$ cat src/rtl/vm_pkg.sv
// Shared types for the vending machine core and its change dispenser.
package vm_pkg;

  // Outcome reported by the vending core.
  typedef enum logic [1:0] {
    ST_IDLE    = 2'b00,
    ST_VEND_OK = 2'b01,
    ST_REFUND  = 2'b10,
    ST_ERROR   = 2'b11
  } vm_status_t;

  // Coin ejector codes.
  typedef enum logic [1:0] {
    C1  = 2'b00,
    C5  = 2'b01,
    C10 = 2'b10,
    C25 = 2'b11
  } coin_t;

  // Unit value of each coin code.
  localparam logic [4:0] COIN_V1  = 5'd1;
  localparam logic [4:0] COIN_V5  = 5'd5;
  localparam logic [4:0] COIN_V10 = 5'd10;
  localparam logic [4:0] COIN_V25 = 5'd25;

  // Dispenser controller states.
  typedef enum logic [2:0] {
    DS_IDLE   = 3'd0,
    DS_VEND   = 3'd1,
    DS_CHANGE = 3'd2,
    DS_DONE   = 3'd3,
    DS_FAULT  = 3'd4
  } disp_state_t;

endpackage

$ cat src/rtl/vm_coin_select.sv
// Greedy coin selector: largest denomination not exceeding the amount owed.
// With an amount of zero it reports C1; the caller only uses it while
// change is still owed.
module vm_coin_select
  import vm_pkg::*;
(
  input  logic [7:0] remaining_i,
  output coin_t      coin_o,
  output logic [4:0] value_o
);

  // Pick the biggest coin that still fits into the owed amount.
  always_comb begin
    coin_o  = C1;
    value_o = COIN_V1;
    if (remaining_i >= {3'b000, COIN_V25}) begin
      coin_o  = C25;
      value_o = COIN_V25;
    end else if (remaining_i >= {3'b000, COIN_V10}) begin
      coin_o  = C10;
      value_o = COIN_V10;
    end else if (remaining_i >= {3'b000, COIN_V5}) begin
      coin_o  = C5;
      value_o = COIN_V5;
    end
  end

endmodule

$ cat src/rtl/vm_change_dispenser.sv
// Change dispenser: ejects the vended product, then pays the balance out
// one greedy coin per handshake, with a stall watchdog that parks the
// block in a sticky FAULT state.
//
// Handshakes (product and coin ejectors): a transfer happens on a rising
// edge where valid and ready are both high. While valid is high the payload
// (prod_id / coin_out) is held stable until that transfer; ready while valid
// is low has no effect.
module vm_change_dispenser
  import vm_pkg::*;
#(
  parameter int COIN_TIMEOUT = 255
) (
  input  logic        clk,
  input  logic        rst,
  input  logic [1:0]  status,
  input  logic [2:0]  product,
  input  logic [7:0]  balance,
  input  logic        prod_ready,
  input  logic        coin_ready,
  output logic        prod_valid,
  output logic [2:0]  prod_id,
  output logic        coin_valid,
  output logic [1:0]  coin_out,
  output logic [7:0]  remaining,
  output logic        busy,
  output logic        done,
  output logic        fault,
  output disp_state_t dbg_state
);

  localparam int TO_W = $clog2(COIN_TIMEOUT + 1);
  // Last stalled cycle before the watchdog fires: the counter would reach
  // COIN_TIMEOUT on this edge, so the block goes straight to FAULT.
  localparam logic [TO_W-1:0] TO_LAST = TO_W'(COIN_TIMEOUT - 1);

  disp_state_t     state_q, state_d;
  logic [2:0]      pid_q, pid_d;
  logic [7:0]      rem_q, rem_d;
  logic [TO_W-1:0] cnt_q, cnt_d;
  logic            armed_q, armed_d;

  coin_t           sel_coin;
  logic [4:0]      sel_value;
  vm_status_t      st;

  assign st = vm_status_t'(status);

  vm_coin_select u_coin_select (
    .remaining_i (rem_q),
    .coin_o      (sel_coin),
    .value_o     (sel_value)
  );

  // State and datapath registers; reset abandons any payout in progress.
  always_ff @(posedge clk) begin
    if (!rst) begin
      state_q <= DS_IDLE;
      pid_q   <= '0;
      rem_q   <= '0;
      cnt_q   <= '0;
      armed_q <= 1'b0;
    end else begin
      state_q <= state_d;
      pid_q   <= pid_d;
      rem_q   <= rem_d;
      cnt_q   <= cnt_d;
      armed_q <= armed_d;
    end
  end

  // Next-state, datapath update and handshake outputs.
  always_comb begin
    state_d    = state_q;
    pid_d      = pid_q;
    rem_d      = rem_q;
    cnt_d      = cnt_q;
    armed_d    = armed_q;
    prod_valid = 1'b0;
    coin_valid = 1'b0;
    done       = 1'b0;

    // Seeing the core idle re-arms the trigger, in every state.
    if (st == ST_IDLE) armed_d = 1'b1;

    case (state_q)
      DS_IDLE: begin
        if (armed_q && (st == ST_VEND_OK || st == ST_REFUND)) begin
          armed_d = 1'b0;
          pid_d   = product;
          rem_d   = balance;
          cnt_d   = '0;
          if (st == ST_VEND_OK)     state_d = DS_VEND;
          else if (balance != 8'd0) state_d = DS_CHANGE;
          else                      state_d = DS_DONE;
        end
      end

      DS_VEND: begin
        prod_valid = 1'b1;
        if (prod_ready) begin
          cnt_d   = '0;
          state_d = (rem_q != 8'd0) ? DS_CHANGE : DS_DONE;
        end else if (cnt_q == TO_LAST) begin
          cnt_d   = '0;
          state_d = DS_FAULT;
        end else begin
          cnt_d = cnt_q + TO_W'(1);
        end
      end

      DS_CHANGE: begin
        coin_valid = 1'b1;
        if (coin_ready) begin
          // Greedy choice never exceeds rem_q, so this cannot underflow.
          rem_d = rem_q - {3'b000, sel_value};
          cnt_d = '0;
          if (rem_d == 8'd0) state_d = DS_DONE;
        end else if (cnt_q == TO_LAST) begin
          cnt_d   = '0;
          state_d = DS_FAULT;
        end else begin
          cnt_d = cnt_q + TO_W'(1);
        end
      end

      DS_DONE: begin
        done    = 1'b1;
        state_d = DS_IDLE;
      end

      DS_FAULT: begin
        // Parked until reset; remaining keeps the unpaid amount.
      end

      default: state_d = DS_IDLE;
    endcase
  end

  // Status flags and payload outputs derived from registered state.
  assign busy      = (state_q == DS_VEND) || (state_q == DS_CHANGE) || (state_q == DS_DONE);
  assign fault     = (state_q == DS_FAULT);
  assign coin_out  = (state_q == DS_CHANGE) ? sel_coin : C1;
  assign prod_id   = pid_q;
  assign remaining = rem_q;
  assign dbg_state = state_q;

endmodule

$ cat config.mk
export PLATFORM = sky130hd
export DESIGN_NAME = vm_change_dispenser
export DESIGN_NICKNAME = d
export VERILOG_FILES = /design/src/rtl/vm_pkg.sv /design/src/rtl/vm_coin_select.sv /design/src/rtl/vm_change_dispenser.sv
export SDC_FILE = /design/constraint.sdc
export NUM_CORES = 1
export LEC_CHECK = 0
export ABC_AREA = 0
export CAP_MARGIN = 20
export CELL_PAD_IN_SITES_DETAIL_PLACEMENT = 1
export CELL_PAD_IN_SITES_GLOBAL_PLACEMENT = 1
export CORE_ASPECT_RATIO = 0.8
export CORE_MARGIN = 1
export CORE_UTILIZATION = 36
export CTS_CLUSTER_DIAMETER = 50
export CTS_CLUSTER_SIZE = 12
export DETAILED_ROUTE_END_ITERATION = 16
export PLACE_DENSITY = 0.9
export SYNTH_ARGS = -nofsm -noshare
export SYNTH_HDL_FRONTEND = slang
export SYNTH_SLANG_ARGS = --single-unit
$ cat constraint.sdc
create_clock -name clk -period 3.05 [get_ports clk]
set_input_delay 0.4575 -clock clk [delete_from_list [all_inputs] [get_ports clk]]
set_output_delay 0.4575 -clock clk [all_outputs]
set_load 0.05 [all_outputs]
==> results of run 1 <==
power by group through the flow:
stage / registers (mW) / clock network, mW / logic (mW)
3_5_place_dp: 0.345 / 0 / 0.391
2_1_floorplan: 0.379 / 0 / 0.234
5_1_grt: 0.342 / 0.218 / 0.461
3_3_place_gp: 0.343 / 0 / 0.380
4_1_cts: 0.338 / 0.204 / 0.397
6_report: 0.339 / 0.199 / 0.423
worst paths after layout:
path,startpoint,to,slack (ns),cells after the start
max,remaining[6],dbg_state[0],0.18,12
min,prod_id[0],prod_id[0],0.51,2
max reg2reg,remaining[6],dbg_state[0],0.18,12
min reg2reg,prod_id[0],prod_id[0],0.51,2
logic make-up after synthesis:
kind of cell	after synthesis	synth area share, %
xor gates and xnor gates	10	5.32
AOI/OAI and AO/OA	51	22.2
buffers and inverters	19	6.00
DFF	23	27.9
adders and majority gates	10	8.05
muxes	4	2.43
and+or+nand+nor	88	28.0
area by class of cell:
type	count	area share [%]
flip-flops and latches	23	21.3
multi-input cells	163	51.3
well taps	57	3.29
inverters	11	2.14
clock buffers	4	2.08
repair buffers	45	19.9
stage by stage:
stage,std cells,utilization (%)
4_1_cts,302,50.0
2_1_floorplan,205,-
3_3_place_gp,298,48.8
5_1_grt,303,50.5
3_5_place_dp,298,48.8
6_report,303,50.5
critical path, cell delays in order (launching register included):
cell      delay (ns)
dfxtp_1         0.38
nor3_2          0.23
and3_4          0.23
nand2b_2        0.15
ha_1            0.18
inv_1           0.05
fa_1            0.41
a211oi_2        0.29
buf_4           0.15
nor2_1          0.04
xor2_1          0.16
o41ai_2         0.33
o311a_1         0.20
sequential cells by signal, indices dropped and copies added (netlist names):
| register | flops |
|---|---|
| remaining | 8 |
| dbg_state | 3 |
| armed_q | 1 |
| cnt_q | 8 |
| prod_id | 3 |
cells in the mapped netlist, types with 2 or more instances:
cell	number
inv_1	9
a31oi_1	5
a21o_1	3
ha_1	9
o21a_1	2
and2_1	2
nor4_2	2
nand4_1	4
a21oi_1	8
a211oi_1	3
a311oi_1	2
nand3_1	5
xor2_1	7
buf_2	3
buf_4	3
and3_1	3
nand2_1	17
nand2b_1	4
nor2_1	32
nor3b_1	5
o21bai_1	3
o21ai_0	12
xnor2_1	3
mux2i_1	4
nor3_1	3
dfxtp_1	23
a211o_1	2
or3_1	3
layer usage:
layer | vias up | part of all wire (%) | GRT usage [%]
met5 | - | 0 | 0
met4 | 0 | 1.2 | 5.42
met3 | 7 | 4.4 | 3.07
met2 | 42 | 46 | 34.2
met1 | 794 | 49 | 29.2
li1 | 814 | - | -
timing repair:
item                       4_1_cts  5_1_grt
buffers inserted                 0        1
pin swaps                        0        2
setup endpoints to repair        1        2
resized for setup                1        6
==> key figures, run 1 <==
Outcome
  – Outcome: finished clean

Synthesis
  – Synth cell types: 52
  – Synth Warn #: 0
  – Share of flip-flops with an asynchronous set or reset: 0%
  – Post-synth EDFFs: 0
  – Mapped cell area: 1650 µm²
  – Syn avg cell area: 8.04 µm²
  – Ys flop type: dfxtp_1
  – Seq/Total Area, Yosys: 27.9%
  – Net Count, Synth: 232
  – Post-Synthesis Cells: 205
  – Largest cells by area after synthesis: dfxtp_1, nor2_1, ha_1
  – Yosys top cell area share: 27.9%
  – Synth area leader: dfxtp_1
  – Seq cells post-synth: 23

Timing
  – Fin crit period: 2.87 ns
  – Pins Over Slew Limit: 0
  – Final Hold Viols: 0
  – Hold WS: 0.512 ns
  – Slew Limit Headroom: 61.3%
  – Clock Skew: 0.00611 ns
  – # setup viols final: 0
  – Worst-margin pin slew: 0.581 ns
  – Max Clk Rate: 349 MHz
  – Fin crit share: 94.0%
  – Unrepaired setup endpoints after global routing: false
  – Final setup margin: 0.183 ns
  – Setup_tns: 0 ns

Clocking
  – H-tree levels: 1
  – TritonCTS clock tree: built
  – CTS sink cnt: 23
  – CTS buffer count: 3
  – CTS max path bufs: 2
  – CTS Root Cell: clkbuf_8
  – Skew-Pair Late Insertion Delay: 0.27 ns
  – Clock transition at path regs: 0.09 ns
  – Post-CTS Hold Buffers: 0

Worst setup path
  – Setup CP Type: reg2reg
  – CP max FO: 6
  – Startpoint type of the worst setup path: flop
  – Crit path DAT: 3.09 ns
  – Setup crit end kind: flop
  – Req. time, crit path: 3.27 ns

Power
  – Net switching power figure: 377 µW
  – Switching share of power: 39.3%
  – Clock power frac: 20.7%
  – Internal power: 584 µW
  – Power Total: 961 µW
  – Static Leakage: 0.829 nW
  – Max IR drop VDD: 0.179 mV
  – Flop pwr share: 35.3%
  – PD cells: 444 nW/µm²
  – Comb power frac: 44.0%

Cells and area
  – Commonest non-fill, non-tap cells in the layout: clkdlybuf4s50_1, nor2_1, dfxtp_1
  – Area of the multi-input gates: 1110 µm²
  – Diodes inserted: 0
  – Fill count: 538
  – Share of cells above drive strength 1: 10.6%
  – Non-Filler Cell Area, Final: 2160 µm²
  – Seq. cell area: 462 µm²
  – # nets final: 274
  – Most common cell after layout, fill and taps aside: clkdlybuf4s50_1
  – Layout area overhead: 31.4%

Placed design
  – Cell Area, Placed: 2090 µm²
  – Routability cong.: 0.824
  – Post-DP HPWL: 3690 µm
  – Port Buffer Count: 37
  – Place WS: 0.0303 ns

Die
  – Row Count: 21
  – Die Ht: 62.5 µm
  – Die area: 4850 µm²
  – I/O Pins: 38
  – Core area: 4280 µm²
  – Initial core utilization: 38.5%
  – Die X: 77.6 µm

Routing
  – DRC: 0
  – Total length of routed wires: 4920 µm
  – WL/cell: 16.2 µm
  – Detail Route Antenna Nets: 0
  – TritonRoute pass-1 iters: 4
  – 1st-iter DRT viols: 78
  – Via count: 1657
  – Via density per instance: 5.47

Worst hold path
  – Min-delay worst type: reg2reg

Global route
  – Number of global-route vias before repair: 1696
  – Initial antenna violation count: 0
  – Pin count of the biggest net entering global routing: 16
  – First-pass GRT wire length: 8190 µm
  – Gr ovfl total: 0
  – GRT Util Overall: 21.1%

Run
  – Max-capacitance violation count: 0
(Power assumes the default switching activity.)
==> run 2: changes to the inputs <==
GPL_ROUTABILITY_DRIVEN = 1   (was default)
==> results of run 2 <==
Same layout as run 1: the final DEF is identical, and so are final timing and power.
